<file path="src/rtl/ternary_mvm_pkg.sv">
// Shared types and constants for the ternary matrix-vector engine.
package ternary_mvm_pkg;

    typedef enum logic [1:0] {S_IDLE, S_LOAD, S_COMP, S_OUT} state_t;

    typedef struct packed {
        logic [6:0] in_len;
        logic [6:0] out_len;
    } dims_t;

    localparam logic [3:0] CMD_LOAD = 4'hA;
    localparam logic [3:0] CMD_COMP = 4'hC;

    localparam logic [1:0] W_POS = 2'b01;
    localparam logic [1:0] W_NEG = 2'b11;

    function automatic logic signed [1:0] decode_w(input logic [1:0] code);
        case (code)
            W_POS:   return 2'sb01;
            W_NEG:   return 2'sb11;
            default: return 2'sb00;
        endcase
    endfunction

endpackage

</file>
<file path="src/rtl/ternary_acc_lane.sv">
// One row accumulator: clear, enable, up to two ternary MACs per beat, saturating to ACC_W.
module ternary_acc_lane
    import ternary_mvm_pkg::*;
#(
    parameter int ACT_W   = 8,
    parameter int ACC_W   = 16,
    parameter int NUM_MAC = 2
) (
    input  logic                              clk,
    input  logic                              rst_n,
    input  logic                              clr,
    input  logic                              en,
    input  logic [NUM_MAC-1:0][1:0]           codes,
    input  logic [NUM_MAC-1:0][ACT_W-1:0]     acts,
    input  logic [NUM_MAC-1:0]                act_en,
    output logic [ACC_W-1:0]                  acc
);

    localparam int SW = ACC_W + 2;

    logic [SW-1:0]    sum;
    logic [ACC_W-1:0] sat_val;

    always_comb begin
        sum = {{2{acc[ACC_W-1]}}, acc};
        for (int j = 0; j < NUM_MAC; j++) begin
            if (act_en[j]) begin
                case (decode_w(codes[j]))
                    2'sb01:  sum = sum + {{(SW-ACT_W){acts[j][ACT_W-1]}}, acts[j]};
                    2'sb11:  sum = sum - {{(SW-ACT_W){acts[j][ACT_W-1]}}, acts[j]};
                    default: ;
                endcase
            end
        end
        // Top three bits agreeing means the wide sum still fits in ACC_W.
        if ((&sum[SW-1:ACC_W-1]) || !(|sum[SW-1:ACC_W-1]))
            sat_val = sum[ACC_W-1:0];
        else if (sum[SW-1])
            sat_val = {1'b1, {(ACC_W-1){1'b0}}};
        else
            sat_val = {1'b0, {(ACC_W-1){1'b1}}};
    end

    always_ff @(posedge clk or negedge rst_n) begin
        if (!rst_n)
            acc <= '0;
        else if (clr)
            acc <= '0;
        else if (en)
            acc <= sat_val;
    end

endmodule

</file>
<file path="src/rtl/ternary_mvm_engine.sv">
// Ternary matrix-vector engine: LOAD weights, COMP activations, OUT saturated row sums.
// Define MVM_RELU_EN to clamp emitted results at zero.
module ternary_mvm_engine
    import ternary_mvm_pkg::*;
#(
    parameter int MAX_IN_LEN  = 16,
    parameter int MAX_OUT_LEN = 8,
    parameter int ACT_W       = 8,
    parameter int ACC_W       = 16
) (
    input  logic             clk,
    input  logic             rst_n,
    input  logic [15:0]      in_data,
    input  logic             in_valid,
    output logic             in_ready,
    output logic [ACC_W-1:0] out_data,
    output logic             out_valid,
    input  logic             out_ready,
    output logic             busy,
    output logic             done
);

    localparam int APW    = 16 / ACT_W;
    localparam int APW_SH = (APW == 2) ? 1 : 0;
    localparam int CW     = $clog2(MAX_IN_LEN);
    localparam int RW     = $clog2(MAX_OUT_LEN);
    localparam logic [6:0] MAX_IN  = 7'(MAX_IN_LEN);
    localparam logic [6:0] MAX_OUT = 7'(MAX_OUT_LEN);

    state_t state, state_n;
    dims_t  dims;
    logic [6:0] row_cnt, word_cnt, out_row;
    logic [6:0] cfg_in, cfg_out, row_words, comp_words;
    logic       in_fire, out_fire;
    logic       load_last, comp_last, out_last, acc_clr, acc_en;

    logic [MAX_OUT_LEN-1:0][MAX_IN_LEN-1:0][1:0] weights;
    logic [MAX_OUT_LEN-1:0][ACC_W-1:0]           acc;
    logic [MAX_OUT_LEN-1:0][APW-1:0][1:0]        lane_codes;
    logic [APW-1:0][ACT_W-1:0]                   acts;
    logic [APW-1:0]                              act_en;
    logic [ACC_W-1:0]                            out_res, out_sel;

    assign in_ready  = (state != S_OUT);
    assign out_valid = (state == S_OUT);
    assign busy      = (state != S_IDLE);
    assign in_fire   = in_valid && in_ready;
    assign out_fire  = out_valid && out_ready;

    assign cfg_in     = {1'b0, in_data[11:6]} + 7'd1;
    assign cfg_out    = {1'b0, in_data[5:0]} + 7'd1;
    assign row_words  = (dims.in_len + 7'd7) >> 3;
    assign comp_words = (dims.in_len + 7'(APW - 1)) >> APW_SH;

    always_comb begin
        state_n   = state;
        acc_clr   = 1'b0;
        acc_en    = 1'b0;
        load_last = 1'b0;
        comp_last = 1'b0;
        out_last  = 1'b0;
        case (state)
            S_IDLE: if (in_fire) begin
                if (in_data[15:12] == CMD_LOAD) begin
                    state_n = S_LOAD;
                end else if (in_data[15:12] == CMD_COMP) begin
                    state_n = S_COMP;
                    acc_clr = 1'b1;
                end
            end
            S_LOAD: if (in_fire) begin
                load_last = (row_cnt == dims.out_len - 7'd1) && (word_cnt == row_words - 7'd1);
                if (load_last) state_n = S_IDLE;
            end
            S_COMP: if (in_fire) begin
                acc_en    = 1'b1;
                comp_last = (word_cnt == comp_words - 7'd1);
                if (comp_last) state_n = S_OUT;
            end
            S_OUT: if (out_fire) begin
                out_last = (out_row == dims.out_len - 7'd1);
                if (out_last) state_n = S_IDLE;
            end
            default: state_n = S_IDLE;
        endcase
    end

    always_ff @(posedge clk or negedge rst_n) begin
        if (!rst_n) begin
            state    <= S_IDLE;
            dims     <= '{in_len: MAX_IN, out_len: MAX_OUT};
            row_cnt  <= '0;
            word_cnt <= '0;
            out_row  <= '0;
            done     <= 1'b0;
        end else begin
            state <= state_n;
            done  <= load_last || out_last;
            case (state)
                S_IDLE: begin
                    row_cnt  <= '0;
                    word_cnt <= '0;
                    out_row  <= '0;
                    if (in_fire && in_data[15:12] == CMD_LOAD) begin
                        dims.in_len  <= (cfg_in > MAX_IN) ? MAX_IN : cfg_in;
                        dims.out_len <= (cfg_out > MAX_OUT) ? MAX_OUT : cfg_out;
                    end
                end
                S_LOAD: if (in_fire) begin
                    if (word_cnt == row_words - 7'd1) begin
                        word_cnt <= '0;
                        row_cnt  <= row_cnt + 7'd1;
                    end else begin
                        word_cnt <= word_cnt + 7'd1;
                    end
                end
                S_COMP: if (in_fire) word_cnt <= word_cnt + 7'd1;
                S_OUT:  if (out_fire) out_row <= out_row + 7'd1;
                default: ;
            endcase
        end
    end

    // Each load word writes eight columns of the current row, even past in_len.
    always_ff @(posedge clk or negedge rst_n) begin
        if (!rst_n) begin
            weights <= '0;
        end else if (state == S_LOAD && in_fire) begin
            for (int k = 0; k < 8; k++)
                if (int'(word_cnt) * 8 + k < MAX_IN_LEN)
                    weights[row_cnt[RW-1:0]][CW'(int'(word_cnt) * 8 + k)] <= in_data[2*k +: 2];
        end
    end

    always_comb begin
        lane_codes = '0;
        acts       = '0;
        act_en     = '0;
        for (int j = 0; j < APW; j++) begin
            acts[j]   = in_data[j*ACT_W +: ACT_W];
            act_en[j] = (int'(word_cnt) * APW + j) < int'(dims.in_len);
            for (int r = 0; r < MAX_OUT_LEN; r++)
                if ((int'(word_cnt) * APW + j) < MAX_IN_LEN)
                    lane_codes[r][j] = weights[r][CW'(int'(word_cnt) * APW + j)];
        end
    end

    for (genvar r = 0; r < MAX_OUT_LEN; r++) begin : g_lane
        ternary_acc_lane #(
            .ACT_W   (ACT_W),
            .ACC_W   (ACC_W),
            .NUM_MAC (APW)
        ) u_lane (
            .clk    (clk),
            .rst_n  (rst_n),
            .clr    (acc_clr),
            .en     (acc_en),
            .codes  (lane_codes[r]),
            .acts   (acts),
            .act_en (act_en),
            .acc    (acc[r])
        );
    end

    assign out_res = acc[out_row[RW-1:0]];
`ifdef MVM_RELU_EN
    assign out_sel = out_res[ACC_W-1] ? '0 : out_res;
`else
    assign out_sel = out_res;
`endif
    assign out_data = out_valid ? out_sel : '0;

endmodule

</file>
<file path="config.mk">
export PLATFORM = sky130hd
export DESIGN_NAME = ternary_mvm_engine
export DESIGN_NICKNAME = d
export VERILOG_FILES = /design/src/rtl/ternary_mvm_pkg.sv /design/src/rtl/ternary_acc_lane.sv /design/src/rtl/ternary_mvm_engine.sv
export SDC_FILE = /design/constraint.sdc
export NUM_CORES = 1
export LEC_CHECK = 0
export ABC_AREA = 1
export CORE_MARGIN = 5
export CORE_UTILIZATION = 40
export CTS_CLUSTER_DIAMETER = 40
export CTS_CLUSTER_SIZE = 14
export DETAILED_ROUTE_END_ITERATION = 10
export PLACE_DENSITY = 0.65
export SLEW_MARGIN = 20
export SYNTH_ARGS = -nofsm -noshare
export SYNTH_HDL_FRONTEND = slang
export SYNTH_SLANG_ARGS = --single-unit
</file>
<file path="constraint.sdc">
create_clock -name clk -period 14.4 [get_ports clk]
set_clock_uncertainty 0.05 [all_clocks]
set_input_delay 2.16 -clock clk [delete_from_list [all_inputs] [get_ports clk]]
set_output_delay 2.16 -clock clk [all_outputs]
set_load 0.03 [all_outputs]
</file>
==> results of run 1 <==
==> metal layers <==
layer / wire length [µm] / track usage [%]
met3: 10470 / 5.817
met5: 0 / 0.1623
met2: 53090 / 41.90
met1: 51380 / 33.62
met4: 7836 / 14.21
==> power breakdown <==
part           total (mW)  switching (mW)  internal [mW]
registers            1.36           0.307           1.05
clock network        1.73           0.592           1.14
logic                8.08            5.25           2.84
total                11.2            6.15           5.03
==> synth_stat cells, types with 17 or more instances <==
cell	n	area (µm²)
o21ai_0	734	3674
a31oi_1	42	262.8
dfrtp_1	292	7307
nor3_1	69	345.3
o22ai_1	27	168.9
o21bai_1	32	240.2
nand2_2	35	219.0
inv_2	28	105.1
o21ai_1	20	100.1
nor2_1	282	1059
clkbuf_1	133	499.2
buf_4	17	127.6
xnor2_1	72	630.6
inv_1	545	2046
o31ai_1	22	165.2
fa_1	17	340.3
nand3_1	230	1151
a21oi_1	329	1647
ha_1	293	3666
buf_6	21	236.5
nand2_1	1699	6377
a21o_1	24	180.2
xor2_1	150	1314
nand4_1	61	381.6
==> metrics by stage <==
step	power, mW	utilization, %	setup slack [ns]	hold slack, ns	instances
floorplan	7.654	-	7.249	0.3955	5371
global placement	9.244	41.98	5.315	0.4111	6404
finish	11.17	45.09	5.474	0.4295	6536
CTS	11.09	45.05	5.620	0.4316	6533
detailed placement	9.299	41.98	5.059	0.4195	6404
global route	12.39	45.08	4.888	0.4513	6533
==> cells by family (layout without fill, tap and decap cells) <==
family	count (synthesis)	in the layout
XOR/XNOR	225	225
buffers and inverters	781	809
other	0	3
AND/OR/NAND/NOR	2443	2443
multiplexers	3	3
AO/OA/AOI/OAI	1315	1315
adder cells (fa/ha/maj)	310	310
flip-flops	294	294
==> worst min-delay path, delay by kind of cell (launching register included) <==
kind,cells,cell delay (ns)
flops,1,0.33
compound gates,1,0.06
simple gates,1,0.05
==> layout make-up <==
type,count,area [µm²]
antenna,3,7.507
timing repair buffer,92,805.8
fill,8768,46100
sequential,294,7362
inverter,588,2210
clock inverter,44,669.4
clock buffer,85,1908
multi-input combinational,4296,23470
tap,1134,1419
==> sequential cells by signal (all words and copies together) (netlist names) <==
register,count
state,2
word_cnt,7
g_lane.u_lane.acc,128
row_cnt,7
done,1
weights,128
out_row,7
dims,14
==> final timing paths <==
path / start / end / slack, ns / depth (start not counted)
max: in_data[1] / g_lane[1].u_lane.acc[7] / 5.47 / 32
min: weights[101] / weights[101] / 0.43 / 2
max reg2reg: word_cnt[0] / g_lane[0].u_lane.acc[8] / 7.05 / 36
min reg2reg: weights[101] / weights[101] / 0.43 / 2
max in group asynchronous: rst_n / weights[6] / 10.68 / 3
min in group asynchronous: rst_n / g_lane[2].u_lane.acc[12] / 1.45 / 1
==> out/qor.csv, run 1 <==
metric;value;unit
status;finished, final reports clean;
cts-htree-levels;3;
fin_crit_sh;61.98;%
syn_inst;5371;
yosys_warnings;0;
dieArea;0.09080;mm²
floorplan.initialDensity;40.44;%
clock-sinks;294;
slew_viol_final;0;
post_cts_buffers;0;
cts_buffer_depth;3;
synth_seq_area_share;21.68;%
layout-drive-gt1-share;6.242;%
p_leak;19.14;nW
post_cts_resized;0;
dp_hpwl;89800;µm
grt-ovfl-total;0;
synth_fa_ha_area_share;11.80;%
drtIter0Drc;3111;
grt_pass1_wl;188900;µm
irDropWorstVdd;0.0002968;V
grt_pass1_vias;33320;
routedWlPerCell;18.78;µm
powerDensity;295.2;mW/mm²
grt_max_degree;146;
period_needed;8.926;ns
drc;0;
cts-root-buf;clkbuf_16;
track_usage;26.43;%
die_y;301.3;µm
synthFlopType;dfrtp_1;
antenna_found_initial;3;
row_count;106;
cp-end-kind;flop;
final_area;0.03785;mm²
syn2layout_area_growth;11.50;%
finalSetupViolations;0;
critPathKind;input port to flop;
synth_edf_count;0;
critPathBufInv;4;
rsz0062_at_grt;no;
synth_xor_area_share;5.871;%
arrival;9.42;ns
avgSynthCellArea;6.321;µm²
crit_top_cell;nand2_1;
path_max_fanout;17;
synth.cell_area;0.03395;mm²
die_x;301.3;µm
hold_viol_final;0;
cts-buffers-inserted;70;
synth_top_family_by_area;simple AND/OR/NAND/NOR gates;
relSlewSlack;16.20;%
cts.hold.buffers_added;0;
critPathMaxStageDelay;0.99;ns
dr.pass1.iters;6;
final_cell_mix;nand2_1 (1699), o21ai_0 (734), inv_1 (543);
antenna_left;0;
yosys.area_share.simple;29.83;%
holdCritPathClass;flop to flop;
start_kind;input port;
io_buffers;39;
core_region_area;0.08395;mm²
io_pins;40;
async_flop_share;100.0;%
fin_tns_setup;0;ns
wl;122800;µm
tightest_slew;1.256;ns
num_vias;35650;
place_area;0.03525;mm²
cp_top_family;simple AND/OR/NAND/NOR gates;
synth_compound_area_share;21.25;%
gp_congestion;0.9963;
synth_cell_types;66;
cts_tree;done;
layout_commonest_cell;nand2_1;
crit_required;14.89;ns
clk-insertion-delay-late;0.66;ns
syn_nets;5701;
muxShareOfSynthArea;0.08845;%
slowest_stage;xor2_1;
clk_pin_slew;0.05;ns
vias_per_cell;5.454;
fmax;0.1120;GHz
ys_ff_latch;294;
layout.nets;5672;
max_cap_violations;0;
No activity file was read; power rests on OpenSTA's default activity.
==> run 2, diff against run 1 <==
--- a/config.mk
+++ b/config.mk
@@ -11,7 +11,7 @@
 export CTS_CLUSTER_DIAMETER = 40
 export CTS_CLUSTER_SIZE = 14
 export DETAILED_ROUTE_END_ITERATION = 10
-export PLACE_DENSITY = 0.65
+export PLACE_DENSITY = 0.67
 export SLEW_MARGIN = 20
 export SYNTH_ARGS = -nofsm -noshare
 export SYNTH_HDL_FRONTEND = slang
==> constraint.sdc (replaced) <==
create_clock -name clk -period 7.9 [get_ports clk]
set_clock_uncertainty 0.05 [all_clocks]
set_input_delay 1.185 -clock clk [delete_from_list [all_inputs] [get_ports clk]]
set_output_delay 1.185 -clock clk [all_outputs]
set_load 0.03 [all_outputs]
==> out/qor.csv, run 2 (synthesized netlist as in run 1, its figures left out) <==
metric;value;unit;change
status;finished, final reports clean;;unchanged
layout.nets;5700;;was 5672
min_delay_path_depth;2;;unchanged
dr.pass1.iters;6;;unchanged
holdCritPathClass;flop to flop;;unchanged
max_cap_violations;0;;unchanged
p_leak;19.23;nW;was 19.14 nW
slew_viol_final;0;;unchanged
clk-insertion-delay-late;0.65;ns;was 0.66 ns
reg2reg_from;word_cnt[0];;unchanged
routedWlPerCell;19.17;µm;was 18.78 µm
wl_met3;11490;µm;was 10470 µm
fin_util;45.19;%;was 45.09%
grt_pass1_wl;191600;µm;was 188900 µm
post_cts_buffers;0;;unchanged
multi_input_area;0.02341;mm²;was 0.02347 mm²
slowest_stage;clkdlybuf4s50_1;;was xor2_1
drc;0;;unchanged
dp_hpwl;91340;µm;was 89800 µm
vias_per_cell;5.530;;was 5.454
layout-drive-gt1-share;6.471;%;was 6.242%
start_kind;input port;;unchanged
floorplan.initialDensity;40.44;%;unchanged
syn2layout_area_growth;11.75;%;was 11.50%
crit_required;8.40;ns;was 14.89 ns
final_cell_mix;nand2_1 (1699), o21ai_0 (734), inv_1 (543);;unchanged
grt-ovfl-total;0;;unchanged
crit_top_cell;nand2_1;;unchanged
r2r_cells;35;;was 36
antenna_left;0;;unchanged
post-place-ws;0.03913;ns;was 5.059 ns
relSlewSlack;11.55;%;was 16.20%
rsz0062_at_grt;no;;unchanged
dp.cells;6432;;was 6404
path_max_fanout;15;;was 17
wl;125700;µm;was 122800 µm
cts_tree;done;;unchanged
cts-root-buf;clkbuf_16;;unchanged
fmax;0.1344;GHz;
cts-htree-levels;3;;unchanged
met1_length;53630;µm;was 51380 µm
layout_commonest_cell;nand2_1;;unchanged
grt_pass1_vias;32980;;was 33320
final_area;0.03794;mm²;was 0.03785 mm²
antenna_found_initial;7;;was 3
topRoutingLayerUsed;met5;;was met4
io_pins;40;;unchanged
fin_crit_sh;94.19;%;
critPathMaxStageDelay;0.69;ns;was 0.99 ns
core_region_area;0.08395;mm²;unchanged
irDropWorstVdd;0.0005255;V;was 0.0002968 V
hold_viol_final;0;;unchanged
cts_buffer_depth;3;;unchanged
reg2reg_to;g_lane[0].u_lane.acc[1];;was g_lane[0].u_lane.acc[8]
die_x;301.3;µm;unchanged
post_cts_resized;0;;unchanged
reg.largest.list;g_lane.u_lane.acc x128, weights x128, dims x14;;unchanged
clock-sinks;294;;unchanged
row_count;106;;unchanged
io_buffers;39;;unchanged
wl_met2;53610;µm;was 53090 µm
tightest_slew;1.327;ns;was 1.256 ns
holdPathEnd;weights[194];;was weights[101]
clk_pin_slew;0.05;ns;about the same
track_usage;26.86;%;was 26.43%
fin_tns_setup;0;ns;unchanged
cts-buffers-inserted;68;;was 70
critPathKind;input port to flop;;unchanged
fill_cells;8767;;was 8768
powerDensity;539.5;mW/mm²;was 295.2 mW/mm²
drtIter0Drc;3874;;was 3111
insertedDiodeCount;0;;was 3
min_from;weights[194];;was weights[101]
cp-end-kind;flop;;unchanged
cp_top_family;simple AND/OR/NAND/NOR gates;;unchanged
arrival;7.94;ns;was 9.42 ns
num_vias;36270;;was 35650
grt_max_degree;131;;was 146
layout.cells.non_filler;6558;;was 6536
postLayoutSetupSlackWorst;0.4592;ns;was 5.474 ns
dieArea;0.09080;mm²;unchanged
gp_congestion;0.9671;;was 0.9963
cts.hold.buffers_added;0;;unchanged
critPathBufInv;5;;was 4
whs;0.4270;ns;was 0.4295 ns
power;20.47;mW;was 11.17 mW
period_needed;7.441;ns;
regArea;0.007362;mm²;unchanged
place_area;0.03543;mm²;was 0.03525 mm²
reg2reg_slack;0.85;ns;was 7.05 ns
finalSetupViolations;0;;unchanged
die_y;301.3;µm;unchanged
[run 2: cell count changes in the layout (fill, tap and decap cells not counted), sizes merged]
| cell | previous run | this run |
|---|---|---|
| diode | 3 | 0 |
| bufinv | 10 | 9 |
| clkbuf | 85 | 86 |
| clkinv | 39 | 33 |
| inv | 576 | 577 |
| buf | 54 | 84 |
[run 2: routing by layer]
layer	GRT usage, %	vias to the layer above
li1	-	17750
met1	35.83	16730
met2	41.43	1474
met3	5.831	309
met4	12.84	6
met5	0	-
[run 2: power by group]
group / switching, mW / internal, mW / total, mW
combinational: 9.72 / 5.21 / 14.9
clock: 1.07 / 2.00 / 3.07
sequential: 0.546 / 1.92 / 2.46
total: 11.3 / 9.13 / 20.5
[run 2: area by class of cell]
cell class	instances	area share, %
clock inverters	38	1.636
repair buffers	122	2.770
well taps	1134	3.740
multi-input cells	4296	61.70
clock buffers	86	4.927
inverters	588	5.824
flip-flops and latches	294	19.41
[run 2: how the worst max path moves through the flow]
stage                    start  cells after the start  slack, ns                        to
finish              in_data[0]                     34       0.46   g_lane[4].u_lane.acc[7]
global route        in_data[0]                     33       0.07  g_lane[1].u_lane.acc[14]
CTS                 in_data[0]                     33       0.65  g_lane[1].u_lane.acc[14]
detailed placement  in_data[0]                     33       0.04  g_lane[1].u_lane.acc[14]
global placement    in_data[0]                     33       0.12   g_lane[4].u_lane.acc[3]
floorplan           in_data[1]                     34       1.72   g_lane[1].u_lane.acc[7]
[run 2: tightest hold or removal path, cell delays in order, from the launching register on]
cell,delay [ns]
dfrtp_1,0.33
nand2_1,0.05
o21ai_0,0.06
